===== src/rtl/shift_deserializer.sv =====
// shift_deserializer: serial-to-parallel word assembler with MSB/LSB-first modes and a hold-until-accepted output
module shift_deserializer (
  input  logic        clk,
  input  logic        rst,
  input  logic        start,
  input  logic        msb_first,
  input  logic [4:0]  len,
  input  logic        bit_in,
  input  logic        bit_valid,
  output logic [15:0] data_out,
  output logic        out_valid,
  input  logic        out_ready,
  output logic        busy,
  output logic        overrun
);
  typedef enum logic [1:0] {IDLE, SHIFT, HOLD} state_t;
  state_t state, state_nx;
  logic [15:0] sr, sr_nx, word;
  logic [16:0] mask;
  logic [4:0] cnt, len_q, len_eff;
  logic msb_q, load, take, last;
  always_comb begin
    len_eff = (len == 5'd0 || len > 5'd16) ? 5'd16 : len;
    load = start && (state != HOLD || out_ready);
    take = state == SHIFT && bit_valid && !start;
    last = take && cnt + 5'd1 == len_q;
    sr_nx = msb_q ? {sr[14:0], bit_in} : {bit_in, sr[15:1]};
    mask = (17'h1 << len_q) - 17'h1;
    word = msb_q ? sr_nx & mask[15:0] : sr_nx >> (5'd16 - len_q);
    state_nx = load ? SHIFT : last ? HOLD : (state == HOLD && out_ready) ? IDLE : state;
  end
  always_ff @(posedge clk)
    if (rst) state <= IDLE;
    else state <= state_nx;
  always_ff @(posedge clk) begin
    if (rst) begin
      sr <= '0;
      cnt <= '0;
      len_q <= 5'd16;
      msb_q <= 1'b0;
      data_out <= '0;
      overrun <= 1'b0;
    end else if (load) begin
      sr <= '0;
      cnt <= '0;
      len_q <= len_eff;
      msb_q <= msb_first;
      overrun <= 1'b0;
    end else begin
      if (take) begin
        sr <= sr_nx;
        cnt <= cnt + 5'd1;
      end
      if (last) data_out <= word;
      if (state == HOLD && bit_valid) overrun <= 1'b1;
    end
  end
  assign out_valid = state == HOLD;
  assign busy = state == SHIFT;
endmodule


===== config.mk =====
export PLATFORM = sky130hd
export DESIGN_NAME = shift_deserializer
export DESIGN_NICKNAME = d
export VERILOG_FILES = /design/src/rtl/shift_deserializer.sv
export SDC_FILE = /design/constraint.sdc
export NUM_CORES = 1
export LEC_CHECK = 0
export BUFFER_PORTS_ARGS = -buffer_cell sky130_fd_sc_hd__buf_2
export CAP_MARGIN = 10
export CORE_AREA = 5 5 111 113
export DETAILED_ROUTE_END_ITERATION = 16
export DIE_AREA = 0 0 116 118
export GPL_TIMING_DRIVEN = 0
export HOLD_SLACK_MARGIN = 0.03
export PLACE_DENSITY = 0.52
export SYNTH_ARGS = -nofsm -noshare
export SYNTH_HDL_FRONTEND = slang
export SYNTH_SLANG_ARGS = --single-unit

===== constraint.sdc =====
create_clock -name clk -period 7 [get_ports clk]
set_clock_uncertainty 0.2 [all_clocks]
set_input_delay 0 -clock clk [delete_from_list [all_inputs] [get_ports clk]]
set_output_delay 0 -clock clk [all_outputs]
set_load 0.05 [all_outputs]

==> impl_metrics.csv, run 1 <==
group,metric,value,unit
routing,first_pass_iters,4,
critical_path,cp_data_arrival_time,3830,ps
synth,synth_cells,449,
routing,drc_errors,0,
clock_tree,cts-root-buf,"clkbuf_16",
clock_tree,clkLatencyLatePin,290,ps
routing,drtIter0Drc,250,
critical_path,critical_path_class,"flip-flop to flip-flop",
global_routing,grt_pass1_vias,3400,
min_path,hold_class,"input port to flip-flop",
timing,worst_pin_slew,976,ps
global_routing,antenna_found_initial,0,
routing,wl_per_cell,18.1,um
synth,synth_flop_cell,"dfxtp_1",
floorplanning,start_util,0.321,
cells_and_area,final_common_cell,"nor2_1",
cells_and_area,antennaDiodeCount,0,
clock_tree,cts.path.max_buffers,2,
floorplanning,rows,39,
timing,setup_tns,0,ps
floorplanning,core,11200,sq um
synth,netlist_top_cells_area,"dfxtp_1 26%, mux2i_1 7.5%, mux4_2 7.5%",
synth,synth_top_area_frac,0.256,
run_status,status,"complete, no violations",
placement,hpwl,8.91,mm
synth,synth_fp_nets,470,
timing,period_share,0.554,
clock_tree,path_clk_slew,60,ps
synth,yosysSeqAreaShare,0.256,
floorplanning,die_x,116,um
synth,synth_largest_area_cell,"dfxtp_1",
critical_path,critical_path_required,6940,ps
timing,slew_viol_final,0,
timing,hold_viol,0,
synth,ys_types,62,
routing,drt_wl_total,11.6,mm
power,power.leakage,0.00146,uW
timing,rsz0062_at_grt,"no",
power,power.density,159,nW/um^2
global_routing,grtUsageTotal,0.171,
synth,synth-seq-cells,46,
synth,avgSynthCellArea,8.03,sq um
routing,antenna_left,0,
floorplanning,die-area,13700,sq um
critical_path,cp-end-kind,"flip-flop",
cells_and_area,final_cell_mix,"62 x nor2_1, 46 x dfxtp_1, 42 x nand2_1",
flow_run,maxCapViolations,0,
power,total_power,669,uW
global_routing,grt_max_degree,15,
synth,yosys_warnings,0,
placement,portBuffers,30,
timing,period_minus_slack,3880,ps
timing,worst_hold_slack,96.4,ps
global_routing,grt_pass1_wl,18.7,mm
critical_path,critPathLaunchType,"flip-flop",
placement,place_area,3930,sq um
timing,timing.fmax,258,MHz
global_routing,overflow,0,
synth,synth_area,3600,sq um
routing,vias,3543,
synth,synth_enable_flop_cells,0,
clock_tree,cts_tree,"yes",
timing,final-setup-viol-count,0,
routing,vias_per_cell,5.53,
cells_and_area,nets,518,
synth,async_flop_share,0,
floorplanning,ioPinCount,31,
clock_tree,clock-sinks,46,
critical_path,path_max_fanout,10,
cells_and_area,utilization,0.374,
placement,place_congestion,0.959,
cells_and_area,design_area,4190,sq um
clock_tree,htreeDepth,2,
floorplanning,die_h,118,um
clock_tree,numCtsBuffers,5,
cells_and_area,drive_above_1_share,0.143,
timing,timing.slew.headroom,0.333,
cells_and_area,area_growth,16.4,%
power,peakVddDrop,0.000145,V
## repair_timing
action	4_1_cts	5_1_grt
gates resized for setup	0	0
hold buffers	11	0
buffers inserted	0	0
endpoints found under the hold margin	13	0
## cell usage after synthesis, types with 7 or more instances
library cell	number
nor2_1	62
nor3_1	13
a311oi_1	11
nor2b_1	9
dfxtp_1	46
inv_1	8
xnor2_1	8
nand3_1	12
mux2i_1	27
xor2_1	8
o211ai_1	7
buf_2	9
mux4_2	12
o21ai_0	8
ha_1	9
clkbuf_1	26
a211oi_1	21
nand2b_1	8
nand2_1	42
a31oi_1	8
a21oi_1	14
## cell families (layout without fill, tap and decap cells)
logic type / Yosys count / count (layout) / synth area share
AOI/OAI and AO/OA: 100 / 100 / 0.200
xor gates and xnor gates: 16 / 16 / 0.0389
adders and majority gates: 9 / 9 / 0.0313
buffers and inverters: 51 / 100 / 0.0625
DFF: 46 / 46 / 0.256
muxes: 43 / 43 / 0.162
and+or+nand+nor: 184 / 184 / 0.249
## final timing paths
kind         depth (start not counted)             startpoint                         to  slack, ps
max                                 11  len_q[0]$_SDFFE_PP0P_  data_out[10]$_SDFFE_PP0P_       3120
min                                  6                 len[3]      len_q[1]$_SDFFE_PP0P_        100
max reg2reg                         11  len_q[0]$_SDFFE_PP0P_  data_out[10]$_SDFFE_PP0P_       3120
min reg2reg                          2   overrun$_SDFFE_PP0P_       overrun$_SDFFE_PP0P_        260
## through the flow
stage | setup WS, ps | instances
after global placement | 3170 | 622
after detailed placement | 3200 | 622
after global routing | 2820 | 641
after floorplan | 3730 | 449
final | 3120 | 641
after CTS | 3180 | 641
## where the power goes
part / internal (uW) / switching [uW]
combinational: 56.3 / 96.1
clock: 142 / 103
sequential: 266 / 5.37
## state kept, by name, summed over array words and instances (netlist names)
name / count
state: 2
overrun: 1
cnt: 5
len_q: 5
data_out: 16
msb_q: 1
sr: 16
## per-layer routing
layer | track usage | wire [um] | vias to the layer above
met3 | 0.0262 | 646 | 17
met5 | 0 | 0 | -
met4 | 0.0457 | 302 | 0
met1 | 0.233 | 5250 | 1686
li1 | - | - | 1739
met2 | 0.278 | 5390 | 101
## worst max-delay path, stage by stage (launching register included)
cell       delay [ps]
dfxtp_1           360
buf_2             220
buf_2             330
clkinv_1          200
ha_1              310
buf_2             230
buf_1             460
nor2_1            140
a2111oi_0         900
nor2_1             80
a31oi_1           220
a211oi_1          100
## final cells by class
type | count | area, sq um
Timing Repair Buffer | 41 | 260
Sequential cell | 46 | 921
Multi-Input combinational cell | 352 | 2460
Buffer | 41 | 188
Clock buffer | 6 | 139
Inverter | 10 | 37.5
Clock inverter | 2 | 12.5
Tap cell | 143 | 179
Fill cell | 1187 | 7030
Note: power is estimated with default switching activity, not from simulation.
==> run 2, diff against run 1 <==
--- a/config.mk
+++ b/config.mk
@@ -12,7 +12,7 @@
 export DIE_AREA = 0 0 116 118
 export GPL_TIMING_DRIVEN = 0
 export HOLD_SLACK_MARGIN = 0.03
-export PLACE_DENSITY = 0.52
+export PLACE_DENSITY = 0.53
 export SYNTH_ARGS = -nofsm -noshare
 export SYNTH_HDL_FRONTEND = slang
 export SYNTH_SLANG_ARGS = --single-unit
==> constraint.sdc (replaced) <==
create_clock -name clk -period 3.3 [get_ports clk]
set_clock_uncertainty 0.2 [all_clocks]
set_input_delay 0 -clock clk [delete_from_list [all_inputs] [get_ports clk]]
set_output_delay 0 -clock clk [all_outputs]
set_load 0.05 [all_outputs]
==> run 2 against run 1 <==
Compared with the run above: count of clock-buffer cells in the layout stayed put; clock power grew 140%; first-iteration DRC count rose by 29%; critical path depth did not move; register-to-register slack lost 3000 ps; critical path type unchanged; power increased by 120%; sequential power grew 110%; global-route usage rose by 0.054 points; critical endpoint is now data_out[12]$_SDFFE_PP0P_.
==> impl_metrics.csv, run 2 (same netlist as run 1, synthesis figures left out) <==
group,metric,value,unit
critical_path,crit_chain,"buf_6 -> buf_8 -> clkinvlp_4 -> ha_1 -> ha_2 -> nand2_2 -> ha_4 -> nand2_1 -> or4_4 -> a2111o_1 -> a311oi_2",
critical_path,r2r-start,"len_q[0]$_SDFFE_PP0P_",
timing,timing.fmax,317,MHz
clock_tree,htreeDepth,2,
floorplanning,start_util,0.321,
routing,vias,3573,
min_path,hold_depth,4,
cells_and_area,nets,515,
cells_and_area,area_growth,18.7,%
timing,setup_tns,0,ps
global_routing,antenna_found_initial,0,
critical_path,cpLargestDelayFamily,"simple AND/OR/NAND/NOR gates",
floorplanning,die_h,118,um
global_routing,grt_max_degree,15,
floorplanning,rows,39,
placement,preCtsSetupSlack,-525,ps
critical_path,critical_path_required,3300,ps
cells_and_area,final_cell_mix,"62 x nor2_1, 46 x dfxtp_1, 41 x nand2_1",
critical_path,r2r_end,"data_out[12]$_SDFFE_PP0P_",
critical_path,path_max_fanout,10,
routing,wl_per_cell,18.2,um
global_routing,grtUsageTotal,0.171,
routing,drc_errors,0,
timing,worst_pin_slew,657,ps
run_status,status,"complete, no violations",
routing,first_pass_iters,8,
critical_path,slowest_delay,470,ps
critical_path,worst-path-buf-inv,3,
min_path,hp-start,"start",
timing,timing.slew.headroom,0.560,
floorplanning,ioPinCount,31,
timing,rsz0062_at_grt,"no",
clock_tree,cts_tree,"yes",
critical_path,crit_slowest_cell,"or4_4",
routing,vias_per_cell,5.60,
cells_and_area,reg.largest.list,"data_out (16), sr (16)",
clock_tree,clock-sinks,46,
cells_and_area,nFillCells,1171,
critical_path,critical_path_class,"flip-flop to flip-flop",
critical_path,reg2reg_slack,150,ps
floorplanning,die-area,13700,sq um
timing,worst_slack,148,ps
min_path,hold_class,"input port to flip-flop",
timing,period_minus_slack,3150,ps
clock_tree,clkLatencyLatePin,290,ps
placement,place_congestion,0.973,
cells_and_area,drive_above_1_share,0.168,
routing,drt_wl_total,11.6,mm
critical_path,cp-end-kind,"flip-flop",
clock_tree,numCtsBuffers,5,
global_routing,overflow,0,
routing,antenna_left,0,
clock_tree,path_clk_slew,70,ps
floorplanning,die_x,116,um
placement,portBuffers,30,
timing,slew_viol_final,0,
min_path,hold_end,"state[0]$_SDFFE_PP0P_",
critical_path,cp_data_arrival_time,3160,ps
routing,drtIter0Drc,322,
placement,hpwl,8.86,mm
flow_run,maxCapViolations,0,
global_routing,grt_pass1_wl,18.7,mm
critical_path,critPathLaunchType,"flip-flop",
power,peakVddDrop,0.000222,V
cells_and_area,utilization,0.381,
critical_path,worstRegToRegCells,11,
global_routing,grt_pass1_vias,3432,
clock_tree,cts.path.max_buffers,2,
timing,hold_viol,0,
power,power.leakage,0.00148,uW
cells_and_area,antennaDiodeCount,0,
timing,period_share,0.955,
clock_tree,cts-root-buf,"clkbuf_16",
power,power.density,349,nW/um^2
timing,final-setup-viol-count,0,
cells_and_area,final_common_cell,"nor2_1",
floorplanning,core,11200,sq um
[run 2: how the worst max path moves through the flow]
stage,from,slack [ps],to,cells after the start
5_1_grt,len_q[0]$_SDFFE_PP0P_,10,data_out[12]$_SDFFE_PP0P_,11
6_report,len_q[0]$_SDFFE_PP0P_,150,data_out[12]$_SDFFE_PP0P_,11
2_1_floorplan,len_q[0]$_SDFFE_PP0P_,30,data_out[12]$_SDFFE_PP0P_,10
3_5_place_dp,len_q[0]$_SDFFE_PP0P_,-520,data_out[2]$_SDFFE_PP0P_,11
3_3_place_gp,len_q[0]$_SDFFE_PP0P_,-530,data_out[2]$_SDFFE_PP0P_,11
4_1_cts,len_q[0]$_SDFFE_PP0P_,40,data_out[12]$_SDFFE_PP0P_,11
[run 2: timing repair]
item / 4_1_cts / 5_1_grt
setup endpoints to repair: 15 / 11
hold endpoints to repair: 12 / 0
hold buffers: 10 / 0
pin swaps: 0 / 0
setup buffers: 0 / 0
gates resized for setup: 13 / 14
[run 2: report_power, final]
| group | internal, uW | switching [uW] |
|---|---|---|
| Clock | 358 | 225 |
| Sequential | 564 | 11.8 |
| Combinational | 128 | 209 |
[run 2: worst reg2reg max path, cell delays in order (launching register included)]
cell	delay, ps
dfxtp_1	380
buf_6	160
buf_8	160
clkinvlp_4	120
ha_1	270
ha_2	250
nand2_2	110
ha_4	180
nand2_1	120
or4_4	470
a2111o_1	420
a311oi_2	230
[run 2: routing by layer]
metal  routed length, um  track usage  part of all wire
met1                5140        0.239              0.44
met2                5420        0.273              0.47
met3                 755       0.0231             0.065
met4                 285       0.0515             0.025
met5                   0            0                 0
[run 2: cell type report]
type,instances,area [sq um],share of cell area
flip-flops and latches,46,921,0.215
plain buffers,39,206,0.0483
multi-input cells,352,2510,0.587
well taps,143,179,0.0418
repair buffers,40,250,0.0585
inverters,10,41.3,0.00965
clock inverters,2,37.5,0.00878
clock buffers,6,129,0.0301
[run 2: through the flow]
stage                     cells  instance area [sq um]  hold slack [ps]  power (uW)
final                       638                   4280             35.7        1490
after global routing        638                   4280             74.9        1560
after CTS                   638                   4240             37.7        1500
after detailed placement    622                   3930             57.8         897
after global placement      622                   3930             49.0         900
after floorplan             449                   3600             -106         809
